[config.mk]
export PLATFORM = sky130hd
export DESIGN_NAME = zl_uart_rx_fifo
export DESIGN_NICKNAME = d
export VERILOG_FILES = /design/src/rtl/zl_uart_rx_fifo.sv
export SDC_FILE = /design/constraint.sdc
export NUM_CORES = 1
export LEC_CHECK = 0
export BUFFER_PORTS_ARGS = -buffer_cell sky130_fd_sc_hd__buf_2
export CAP_MARGIN = 20
export CORE_MARGIN = 3
export CORE_UTILIZATION = 48
export DETAILED_ROUTE_END_ITERATION = 8
export GPL_TIMING_DRIVEN = 0
export PLACE_DENSITY = 0.7
export SETUP_SLACK_MARGIN = 0.5
export SLEW_MARGIN = 25
export SYNTH_ARGS = -nofsm -noshare
export SYNTH_HDL_FRONTEND = slang
export SYNTH_SLANG_ARGS = --single-unit
export TNS_END_PERCENT = 5
[constraint.sdc]
create_clock -name clk -period 2.44 [get_ports clk]
set_input_delay 0.732 -clock clk [delete_from_list [all_inputs] [get_ports clk]]
set_output_delay 0.732 -clock clk [all_outputs]
set_load 0.01 [all_outputs]
[src/rtl/zl_uart_rx_fifo.sv]
// zl_uart_rx_fifo: UART receiver with configurable bit period, width, bit order and parity.
// Good frames go to a first-word-fall-through FIFO. Define ZL_UART_SEG7_EN for a hex display of the last frame.
module zl_uart_rx_fifo #(
  parameter int CLKS_PER_BIT = 1,
  parameter int DATA_BITS    = 8,
  parameter int MSB_FIRST    = 1,
  parameter int PARITY       = 0,
  parameter int FIFO_DEPTH   = 4
) (
  input  logic                               clk,
  input  logic                               rst_n,
  input  logic                               i_rx,
  output logic [DATA_BITS-1:0]               o_out_data,
  output logic                               o_out_valid,
  input  logic                               i_out_ready,
  output logic [$clog2(FIFO_DEPTH+1)-1:0]    o_fifo_level,
  output logic                               o_busy,
  output logic                               o_frame_err,
  output logic                               o_parity_err,
  output logic                               o_overrun_err,
  output logic [6:0]                         o_segments
);
  localparam int HALF = (CLKS_PER_BIT - 1) / 2;
  localparam int CW   = (CLKS_PER_BIT > 1) ? $clog2(CLKS_PER_BIT) : 1;
  localparam int BW   = $clog2(DATA_BITS);
  localparam int PW   = $clog2(FIFO_DEPTH);
  localparam int LW   = $clog2(FIFO_DEPTH + 1);
  localparam logic [CW-1:0] C_HALF = CW'(HALF);
  localparam logic [CW-1:0] C_LAST = CW'(CLKS_PER_BIT - 1);
  localparam logic [BW-1:0] B_LAST = BW'(DATA_BITS - 1);
  localparam logic [LW-1:0] L_FULL = LW'(FIFO_DEPTH);

  typedef enum logic [2:0] {S_IDLE, S_START, S_DATA, S_PARITY, S_STOP, S_BREAK} state_t;

  logic                 r_rx_meta, r_rx_s;
  state_t               r_state, w_state_next;
  logic [CW-1:0]        r_cnt, w_cnt_next, w_cnt_inc;
  logic [BW-1:0]        r_bit_idx, w_bit_next;
  logic [DATA_BITS-1:0] r_shift, w_shift_next;
  logic                 r_par_bit, w_par_next;
  logic                 w_sample, w_bit_end, w_par_bad;
  logic                 w_push, w_fe, w_pe;
  logic                 r_frame_err, r_parity_err, r_overrun_err;

  // Synchroniser presets high so reset release never looks like a start bit.
  always_ff @(posedge clk or negedge rst_n) begin
    if (!rst_n) begin
      r_rx_meta <= 1'b1;
      r_rx_s    <= 1'b1;
    end else begin
      r_rx_meta <= i_rx;
      r_rx_s    <= r_rx_meta;
    end
  end

  assign w_sample  = (r_cnt == C_HALF);
  assign w_bit_end = (r_cnt == C_LAST);
  assign w_cnt_inc = w_bit_end ? '0 : r_cnt + CW'(1);
  assign w_par_bad = (PARITY != 0) && (r_par_bit != ((^r_shift) ^ (PARITY == 2)));

  always_comb begin
    w_state_next = r_state;
    w_cnt_next   = r_cnt;
    w_bit_next   = r_bit_idx;
    w_shift_next = r_shift;
    w_par_next   = r_par_bit;
    w_push       = 1'b0;
    w_fe         = 1'b0;
    w_pe         = 1'b0;
    case (r_state)
      S_IDLE: begin
        if (!r_rx_s) begin
          // The detecting clock is offset 0; with one clock per bit it is also the start sample.
          w_bit_next = '0;
          if (CLKS_PER_BIT == 1) begin
            w_state_next = S_DATA;
            w_cnt_next   = '0;
          end else begin
            w_state_next = S_START;
            w_cnt_next   = CW'(1);
          end
        end
      end
      S_START: begin
        w_cnt_next = w_cnt_inc;
        if (w_sample && r_rx_s) begin
          w_state_next = S_IDLE;
          w_cnt_next   = '0;
        end else if (w_bit_end) begin
          w_state_next = S_DATA;
        end
      end
      S_DATA: begin
        w_cnt_next = w_cnt_inc;
        if (w_sample)
          w_shift_next = (MSB_FIRST != 0) ? {r_shift[DATA_BITS-2:0], r_rx_s}
                                          : {r_rx_s, r_shift[DATA_BITS-1:1]};
        if (w_bit_end) begin
          w_bit_next = r_bit_idx + BW'(1);
          if (r_bit_idx == B_LAST)
            w_state_next = (PARITY != 0) ? S_PARITY : S_STOP;
        end
      end
      S_PARITY: begin
        w_cnt_next = w_cnt_inc;
        if (w_sample)
          w_par_next = r_rx_s;
        if (w_bit_end)
          w_state_next = S_STOP;
      end
      S_STOP: begin
        w_cnt_next = w_cnt_inc;
        if (w_sample) begin
          w_cnt_next = '0;
          if (!r_rx_s) begin
            w_fe         = 1'b1;
            w_state_next = S_BREAK;
          end else if (w_par_bad) begin
            w_pe         = 1'b1;
            w_state_next = S_IDLE;
          end else begin
            w_push       = 1'b1;
            w_state_next = S_IDLE;
          end
        end
      end
      S_BREAK: begin
        w_cnt_next = '0;
        if (r_rx_s)
          w_state_next = S_IDLE;
      end
      default: w_state_next = S_IDLE;
    endcase
  end

  always_ff @(posedge clk or negedge rst_n) begin
    if (!rst_n) begin
      r_state   <= S_IDLE;
      r_cnt     <= '0;
      r_bit_idx <= '0;
      r_shift   <= '0;
      r_par_bit <= 1'b0;
    end else begin
      r_state   <= w_state_next;
      r_cnt     <= w_cnt_next;
      r_bit_idx <= w_bit_next;
      r_shift   <= w_shift_next;
      r_par_bit <= w_par_next;
    end
  end

  logic [DATA_BITS-1:0] r_mem [FIFO_DEPTH];
  logic [PW-1:0]        r_wr_ptr, r_rd_ptr;
  logic [LW-1:0]        r_level;
  logic                 w_full, w_pop, w_wr_en, w_ovr;

  // A full FIFO still accepts a frame when the head leaves on the same edge.
  assign w_full  = (r_level == L_FULL);
  assign w_pop   = (r_level != '0) && i_out_ready;
  assign w_wr_en = w_push && (!w_full || w_pop);
  assign w_ovr   = w_push && w_full && !w_pop;

  always_ff @(posedge clk) begin
    if (w_wr_en)
      r_mem[r_wr_ptr] <= r_shift;
  end

  always_ff @(posedge clk or negedge rst_n) begin
    if (!rst_n) begin
      r_wr_ptr      <= '0;
      r_rd_ptr      <= '0;
      r_level       <= '0;
      r_frame_err   <= 1'b0;
      r_parity_err  <= 1'b0;
      r_overrun_err <= 1'b0;
    end else begin
      if (w_wr_en)
        r_wr_ptr <= r_wr_ptr + PW'(1);
      if (w_pop)
        r_rd_ptr <= r_rd_ptr + PW'(1);
      case ({w_wr_en, w_pop})
        2'b10:   r_level <= r_level + LW'(1);
        2'b01:   r_level <= r_level - LW'(1);
        default: r_level <= r_level;
      endcase
      r_frame_err   <= w_fe;
      r_parity_err  <= w_pe;
      r_overrun_err <= w_ovr;
    end
  end

  assign o_out_valid   = (r_level != '0);
  assign o_out_data    = o_out_valid ? r_mem[r_rd_ptr] : '0;
  assign o_fifo_level  = r_level;
  assign o_busy        = (r_state != S_IDLE);
  assign o_frame_err   = r_frame_err;
  assign o_parity_err  = r_parity_err;
  assign o_overrun_err = r_overrun_err;

`ifdef ZL_UART_SEG7_EN
  logic [6:0] r_seg, w_seg_dec;

  always_comb begin
    w_seg_dec = 7'h00;
    case (r_shift[3:0])
      4'h0: w_seg_dec = 7'h3F;
      4'h1: w_seg_dec = 7'h06;
      4'h2: w_seg_dec = 7'h5B;
      4'h3: w_seg_dec = 7'h4F;
      4'h4: w_seg_dec = 7'h66;
      4'h5: w_seg_dec = 7'h6D;
      4'h6: w_seg_dec = 7'h7D;
      4'h7: w_seg_dec = 7'h07;
      4'h8: w_seg_dec = 7'h7F;
      4'h9: w_seg_dec = 7'h6F;
      4'hA: w_seg_dec = 7'h77;
      4'hB: w_seg_dec = 7'h7C;
      4'hC: w_seg_dec = 7'h39;
      4'hD: w_seg_dec = 7'h5E;
      4'hE: w_seg_dec = 7'h79;
      default: w_seg_dec = 7'h71;
    endcase
  end

  always_ff @(posedge clk or negedge rst_n) begin
    if (!rst_n)
      r_seg <= 7'h00;
    else if (w_wr_en)
      r_seg <= w_seg_dec;
  end

  assign o_segments = r_seg;
`else
  assign o_segments = 7'b0000000;
`endif

endmodule

==> results of run 1 <==
## area by class of cell
| cell class | count | area share (%) |
|---|---|---|
| clock inverters | 5 | 1.11 |
| multi-input cells | 88 | 26.8 |
| repair buffers | 23 | 6.02 |
| well taps | 67 | 2.86 |
| plain buffers | 12 | 3.12 |
| clock buffers | 11 | 4.83 |
| flip-flops and latches | 57 | 54.3 |
| inverters | 7 | 0.897 |
## metal layers
layer	wire (um)	up-vias
li1	-	642
met3	181	8
met5	0	-
met1	1760	668
met4	89	0
met2	2050	27
## synthesized netlist by cell type, types with 2 or more instances
library cell  number
mux2_2             9
clkbuf_1           3
dfstp_2            2
buf_4              8
dfrtp_1           23
and2_1            13
xnor2_1            5
o21ai_0            3
nand3_1            3
or3_1              4
edfxtp_1          32
ha_1               6
inv_1              7
mux4_2             8
a22o_1             2
a31oi_1            2
nor2_1             8
nand2_1            5
nor3_1             2
## report_power, final
part | switching [mW] | internal (mW) | total (mW) | leakage [nW]
Combinational | 0.564 | 0.757 | 1.32 | 0.515
Sequential | 0.187 | 1.28 | 1.46 | 0.590
Clock | 0.360 | 0.392 | 0.752 | 0.0813
## cell families after synthesis
logic type | Yosys count | synth area share (%)
fa+ha+maj | 7 | 3.92
compound gates | 12 | 3.81
simple gates | 39 | 9.02
flops | 57 | 65.5
mux | 17 | 11.6
other cells | 1 | 0.154
buf+inv | 19 | 4.23
xor+xnor | 5 | 1.80
## metrics by stage
stage	hold slack (ps)	total power [mW]	instances	setup TNS [ps]
floorplan	345	2.24	164	0
global placement	346	2.50	249	0
detailed placement	352	2.58	249	0
CTS	362	3.36	266	0
global route	366	3.77	270	-116
finish	361	3.54	270	0
## critical path: stages (launching register included)
cell and delay [ps]:
dfrtp_1 420, buf_8 160, mux4_2 490, and2_4 160, buf_6 110
## flip-flops by register name, summed over array words and instances (netlist names)
| register | cells |
|---|---|
| r_rd_ptr | 2 |
| r_rx_meta | 1 |
| o_overrun_err | 1 |
| o_frame_err | 1 |
| r_wr_ptr | 2 |
| r_rx_s | 1 |
| r_bit_idx | 3 |
| r_mem | 32 |
| r_state | 3 |
| o_fifo_level | 3 |
| r_shift | 8 |
## timing repair
action,in CTS,in global routing
hold endpoints to repair,0,0
setup endpoints to repair,44,44
gates resized for setup,3,12
cloned,0,1
buffers inserted,1,3
pin swaps,0,8
## final timing paths
kind / end / cells after the start / slack [ps] / startpoint
max in group asynchronous: o_fifo_level[0] / 1 / 1620 / rst_n
max reg2reg: o_fifo_level[1] / 6 / 330 / o_fifo_level[0]
min: r_rx_s / 0 / 360 / r_rx_meta
max: o_out_data[0] / 4 / 50 / r_rd_ptr[0]
min reg2reg: r_rx_s / 0 / 360 / r_rx_meta
min in group asynchronous: r_shift[6] / 1 / 400 / rst_n
==> results.md, run 1 <==
* Status: completed
* DIE HEIGHT at ~77 um
* Multi-input logic area at between 700 and 800 um^2
* Sequential cell area fraction in the yosys report at ~65%
* ANT nets after route at 0
* Slew HR at between 60 and 70%
* First-pass GRT wire length at approximately 7000 um
* Top cell type's share of synthesized area at 39.6%
* Via count at 1,345
* CP Max Fanout at 5
* Remaining global-route overflow at 0
* Sink Count at 57
* Crit start category: flip-flop
* Final setup vio count at 0
* Synthesized instance count at 157
* Post-Place Setup Slack at between 30 and 40 ps
* Leading area contributor after synthesis: edfxtp_1
* Leak Pwr at between 1 and 1.5 nW
* P&R area growth vs syn at 20.7%
* Clk slew on worst S/H paths at ~70 ps
* Post-synth cell types at 31
* CTS tree: done
* Minimum clock period at roughly 2400 ps
* Synthesized area at between 2000 and 2500 um^2
* Clock Tree Buf Depth at 2
* Met2 Track Usage GR at 26.3%
* Type of destination of the critical path: primary output
* Yosys reg bits at 57
* Root Driver: clkbuf_8
* Final WS setup at about 50 ps
* Synth area leaders: edfxtp_1 40%, dfrtp_1 24%, mux4_2 7.4%
* RSZ-0062 raised after global routing: yes
* GR peak layer: met2
* DP Wirelength at 2720 um
* Num CTS Buffers at 9
* Placed Area at 2640 um^2
* Worst-skew pair later-pin latency at between 300 and 400 ps
* Share of cells above drive strength 1 at between 30% and 40%
* DRT Pass-1 Iters at 4
* Post-synth EDFFs at 32
* Worst EP arrival at about 1700 ps
* GRT Resource Usage Total at around 16%
* RD Place Congestion at around 0.81
* Tightest Pin Transition at around 580 ps
* Crit share post-route at between 90% and 100%
* Most frequent cells in the layout: 32 x edfxtp_1, 21 x dfrtp_1, 13 x buf_4, 13 x buf_2, 10 x clkbuf_8
* Max cap viols at 0
* Post-synth ARST share at ~44%
* Number of primary I/O pins at 27
* DRC viols at 0
* Die width at 77.1 um
* Met3 Usage GRT at under 10%
* Diode count at 0
* DIE AREA at ~5900 um^2
* Initial drt markers at approximately 140
* Initial antenna violation count at 0
* Peak VDD IR at 0.607 mV
* FMAX at approximately 420 MHz
* YS warnings at 0
* Design area at between 2000 and 3000 um^2
* Commonest non-fill, non-tap cell in the layout: edfxtp_1
* FILL cells at around 390
* Clock Skew at slightly above 10 ps
* Starting Density at about half
* Grt met1 use at 18.9%
* Final Hold Viols at 0
* Slew Viols, Final at 0
* Largest net degree at the start of global routing at 26
* Fin nets at 209
* H-tree depth at 3
* Syn Area/Cell at approximately 15 um^2
* Register Area at 1590 um^2
* Hold_buf cts at 0
* Final Core Density at between 60% and 70%
* Worst min path class: flip-flop to flip-flop
* Row count at 25
* Most used DFF post-synth: edfxtp_1
* Vias in the first global route at approximately 1.4k
* Routed Wire Length at just over 4000 um
* Critical Path RT at 1710 ps
* Power per cell area at between 1000 and 1500 nW/um^2
* Critical path type: flip-flop to primary output
* PortBufs at 18
* Post-DR vias/cell at between 4 and 5
* Core area at between 4000 and 5000 um^2
* Wire per inst at between 15 and 20 um
No activity file was read; power rests on OpenSTA's default activity.
==> run 2: changes to the inputs <==
--- a/config.mk
+++ b/config.mk
@@ -9,6 +9,7 @@
 export CAP_MARGIN = 20
 export CORE_MARGIN = 3
 export CORE_UTILIZATION = 48
+export CTS_BUF_LIST = sky130_fd_sc_hd__clkbuf_4
 export DETAILED_ROUTE_END_ITERATION = 8
 export GPL_TIMING_DRIVEN = 0
 export PLACE_DENSITY = 0.7
==> run 2 against run 1 <==
Against the previous run:
- the flow now finishes with violations (negative setup slack)
- clock skew grew 8.7 ps
- register-to-register slack gained 70 ps
- clock power shrank 26%
- sequential power is essentially flat
- die area is the same
- final cell count shrank 0.37%
- fmax shrank 3.1%
- first-iteration DRC count grew 17%
- sequential share of layout area shrank 0.47 points
- sequential cell count is the same
- setup slack lost 77 ps
- wire length grew 2.0%
- highest routed layer unchanged
==> results.md, run 2 (same netlist as run 1, synthesis figures left out) <==
* Status: complete, but fails checks
* Failing checks: negative setup slack
* Minimum clock period at ~2500 ps
* Tightest Pin Transition at ~570 ps
* CTS tree: done
* RD Place Congestion at between 0.8 and 0.9
* Clk slew on worst S/H paths at about 110 ps
* Clock Tree Buf Depth at 2
* Via count at ~1.4k
* Most frequent cells in the layout: 32 x edfxtp_1, 19 x dfrtp_1, 12 x buf_2, 11 x buf_4, 10 x clkbuf_4
* Number of primary I/O pins at 27
* Vias in the first global route at 1,452
* DIE HEIGHT at between 70 and 80 um
* Initial antenna violation count at 0
* Slew Viols, Final at 0
* ANT nets after route at 0
* P&R area growth vs syn at 21.9%
* Slew HR at between 60% and 70%
* RSZ-0062 raised after global routing: yes
* Critical Path RT at between 1500 and 2000 ps
* First-pass GRT wire length at between 7000 and 8000 um
* Largest regs: r_mem (32), r_shift (8)
* GRT Resource Usage Total at between 15 and 20%
* Fin nets at between 200 and 250
* Routed Wire Length at 4160 um
* H-tree depth at 3
* Remaining global-route overflow at 0
* PortBufs at 18
* Worst EP arrival at about 1700 ps
* Core area at approximately 4800 um^2
* Type of destination of the critical path: primary output
* Post-Place Setup Slack at ~35 ps
* DIE AREA at slightly below 6000 um^2
* Setup total negative slack at -149 ps
* FMAX at just over 400 MHz
* Power per cell area at 1170 nW/um^2
* Share of cells above drive strength 1 at roughly 45%
* DRT Pass-1 Iters at 5
* Diode count at 0
* Peak VDD IR at between 0.4 and 0.5 mV
* Initial drt markers at 163
* Wire per inst at approximately 15 um
* Sink Count at 57
* Leak Pwr at ~1.2 nW
* Final Core Density at a little over 60%
* Die width at 77.1 um
* Reg with most FFs: r_mem
* Crit share post-route at 101%
* Commonest non-fill, non-tap cell in the layout: edfxtp_1
* Critical path type: flip-flop to primary output
* Clock Skew at 18.9 ps
* Num CTS Buffers at 9
* Root Driver: clkbuf_4
* Final setup vio count at 8
* DP Wirelength at 2720 um
* Starting Density at roughly half
* Post-DR vias/cell at between 5 and 6
* CP Max Fanout at 5
* Max cap viols at 0
* Final WS setup at -26.7 ps
* Max FFs per register at 32
* Row count at 25
* Final Hold Viols at 0
* Largest net degree at the start of global routing at 26
* Crit start category: flip-flop
* Worst-skew pair later-pin latency at approximately 400 ps
* DRC viols at 0
* Worst min path class: primary input to async pin
==> run 2: critical path, stage by stage (launching register included) <==
cell,delay (ps)
dfrtp_1,430
buf_8,160
mux4_2,490
and2_4,160
buf_6,110
==> run 2: path summary, 6_finish.rpt <==
path	cells past startpoint	from	slack, ps	endpoint
worst max-delay path	4	r_rd_ptr[0]	-30	o_out_data[0]
worst min-delay path	1	rst_n	310	r_shift[7]
worst max register to register	6	o_fifo_level[0]	400	o_fifo_level[1]
worst min register to register	0	r_rx_meta	360	r_rx_s
max in group asynchronous	1	rst_n	1700	o_fifo_level[0]
min in group clk	0	r_rx_meta	360	r_rx_s
==> run 2: through the flow <==
| stage | total power [mW] | instances | cell area, um^2 | hold WS, ps |
|---|---|---|---|---|
| 5_1_grt | 3.70 | 269 | 2960 | 330 |
| 4_1_cts | 3.25 | 267 | 2830 | 314 |
| 3_5_place_dp | 2.58 | 249 | 2640 | 352 |
| 6_report | 3.46 | 269 | 2960 | 310 |
| 3_3_place_gp | 2.50 | 249 | 2640 | 346 |
| 2_1_floorplan | 2.24 | 164 | 2470 | 345 |
==> run 2: final cells by class <==
type | count | area (um^2)
multi-input combinational | 88 | 860
timing repair buffer | 22 | 175
clock inverter | 6 | 36.3
tap | 67 | 83.8
fill | 384 | 1860
clock buffer | 10 | 75.1
buffer | 12 | 109
inverter | 7 | 26.3
sequential | 57 | 1590
==> run 2: per-layer routing <==
layer | wire (um) | vias up | global-route usage [%]
li1 | - | 638 | -
met1 | 1770 | 690 | 18.6
met2 | 2150 | 29 | 26.1
met3 | 147 | 8 | 5.16
met4 | 90 | 0 | 8.90
met5 | 0 | - | 0
==> run 2: what timing repair did <==
action	4_1_cts	5_1_grt
resized for setup	15	18
setup endpoints to repair	44	12
buffers inserted	2	1
pin swaps	9	16
hold endpoints to repair	0	0
cloned	0	1
hold buffers	0	0
==> run 2: report_power, final <==
group | internal (mW) | switching [mW] | total (mW) | leakage [nW]
Sequential | 1.28 | 0.190 | 1.47 | 0.587
Clock | 0.213 | 0.344 | 0.557 | 0.0558
Combinational | 0.829 | 0.612 | 1.44 | 0.534
==> run 3: changes to the inputs <==
--- a/config.mk
+++ b/config.mk
@@ -14,7 +14,6 @@
 export GPL_TIMING_DRIVEN = 0
 export PLACE_DENSITY = 0.7
 export SETUP_SLACK_MARGIN = 0.5
-export SLEW_MARGIN = 25
 export SYNTH_ARGS = -nofsm -noshare
 export SYNTH_HDL_FRONTEND = slang
 export SYNTH_SLANG_ARGS = --single-unit
==> constraint.sdc (replaced) <==
create_clock -name clk -period 3.02 [get_ports clk]
set_input_delay 0.906 -clock clk [delete_from_list [all_inputs] [get_ports clk]]
set_output_delay 0.906 -clock clk [all_outputs]
set_load 0.01 [all_outputs]
==> run 3 against run 2 <==
Against the previous run:
- the flow now finishes without violations
- die area unchanged
- critical path depth unchanged
- clock power is 6.6% lower
- setup slack gained 440 ps
- global-route usage is 0.90 points lower
- highest routed layer unchanged
- sequential power fell by 20%
- critical endpoint unchanged
- clock-buffer cell count grew 1
- core utilization decreased by 3.3 points
- clock skew decreased by 5.0 ps
- largest cell class unchanged
- power down 24%
- wire length shrank 3.5%
==> results.md, run 3 (same netlist as run 1, synthesis figures left out) <==
* Clock Tree Buf Depth at 2
* Power after layout at 2.62 mW
* Slew HR at between 50% and 60%
* Diode count at 0
* Hold_buf cts at 0
* Number of primary I/O pins at 27
* Row count at 25
* DIE HEIGHT at between 70 and 80 um
* CP Max Fanout at 9
* Tightest Pin Transition at approximately 660 ps
* Most frequent cells in the layout: 32 x edfxtp_1, 22 x dfrtp_1, 18 x buf_2, 13 x and2_1, 11 x clkbuf_4
* R2R depth at 3
* Vias in the first global route at about 1.3k
* Largest net degree at the start of global routing at 26
* PortBufs at 18
* Final setup vio count at 0
* Max FFs per register at 32
* DRT Pass-1 Iters at 5
* Hold WS at 360 ps
* Remaining global-route overflow at 0
* Status: completed
* Post-DR vias/cell at about 5.0
* Hold path startpoint: r_rx_meta
* Crit-path cells: buf_8, mux4_2, and2_1, buf_2
* Sink Count at 57
* Minimum clock period at 2600 ps
* Clk slew on worst S/H paths at ~80 ps
* FMAX at approximately 380 MHz
* Setup total negative slack at 0 ps
* Critical path type: flip-flop to primary output
* CTS tree: done
* Worst Hold Depth at 0
* Critical Path RT at 2110 ps
* DP Wirelength at ~2700 um
* Crit path largest cell delay at 490 ps
* Worst-skew pair later-pin latency at approximately 390 ps
* Final Hold Viols at 0
* Die width at 77.1 um
* Leak Pwr at 1.14 nW
* Fin nets at slightly above 200
* CP Buf/Inv Count at 2
* Critical path depth in cells at 4
* Type of destination of the critical path: primary output
* Largest regs: r_mem (32), r_shift (8)
* Crit start category: flip-flop
* Root Driver: clkbuf_4
* CP max-delay cell: mux4_2
* DIE AREA at a little under 6000 um^2
* RSZ-0062 raised after global routing: yes
* Power per cell area at around 940 nW/um^2
* Worst min path class: flip-flop to flip-flop
* Max cap viols at 0
* Initial antenna violation count at 0
* Critical R2R Launch: r_rx_s
* GRT Resource Usage Total at 15.1%
* Core area at 4820 um^2
* Crit-path leading delay family: multiplexers
* CP startpoint: r_rd_ptr[0]
* P&R area growth vs syn at 15.3%
* Via count at 1,335
* First-pass GRT wire length at between 6000 and 7000 um
* Num CTS Buffers at 9
* Routed Wire Length at between 4000 and 5000 um
* Starting Density at between 50% and 60%
* Peak VDD IR at 0.450 mV
* Reg with most FFs: r_mem
* RD Place Congestion at ~0.79
* Clock Skew at 13.9 ps
* Wire per inst at between 15 and 20 um
* Initial drt markers at 123
* Worst EP arrival at about 1700 ps
* ANT nets after route at 0
* Commonest non-fill, non-tap cell in the layout: edfxtp_1
* Crit share post-route at a little under nine tenths
* FF-to-FF setup slack at 720 ps
* Slew Viols, Final at 0
* DRC viols at 0
* Share of cells above drive strength 1 at around a third
* H-tree depth at 3
## run 3: cell types whose count changed in the layout (fill, tap and decap cells not counted), moves of 4 or more
cell / before / now
and2_1: 4 / 13
buf_2: 12 / 18
buf_6: 6 / 0
and2_4: 5 / 0
and2_2: 4 / 0
## run 3: repair_timing
item	4_1_cts	5_1_grt
setup endpoints to repair	9	9
gates resized for setup	9	0
buffers inserted	2	0
## run 3: cell type report
type | instances | area, um^2
sequential | 57 | 1590
inverter | 7 | 26.3
tap | 67 | 83.8
multi-input combinational | 88 | 767
timing repair buffer | 20 | 105
buffer | 12 | 97.6
clock buffer | 11 | 82.6
fill | 406 | 2020
clock inverter | 5 | 46.3
## run 3: final timing paths
path	to
max	o_out_data[0]
min	r_rx_s
max reg2reg	r_mem[3][5]
min reg2reg	r_rx_s
max in group asynchronous	o_fifo_level[2]
min in group asynchronous	r_shift[1]
## run 3: stage by stage
step                cells  utilization, %  area, um^2  setup slack (ps)
global placement      249            54.5        2630               508
global route          267            58.1        2800               319
detailed placement    249            54.5        2630               423
floorplan             164               -        2450               850
CTS                   267            58.1        2800               362
finish                267            58.1        2800               416
## run 3: per-layer routing
| layer | part of all wire (%) | track usage [%] | up-vias |
|---|---|---|---|
| li1 | - | - | 636 |
| met1 | 41 | 17.0 | 645 |
| met2 | 52 | 25.1 | 41 |
| met5 | 0 | 0 | - |
| met4 | 2.2 | 10.1 | 0 |
| met3 | 5.4 | 3.99 | 13 |
## run 3: power breakdown
group	internal (mW)	switching [mW]
logic	0.496	0.431
registers	1.03	0.145
clock network	0.262	0.258
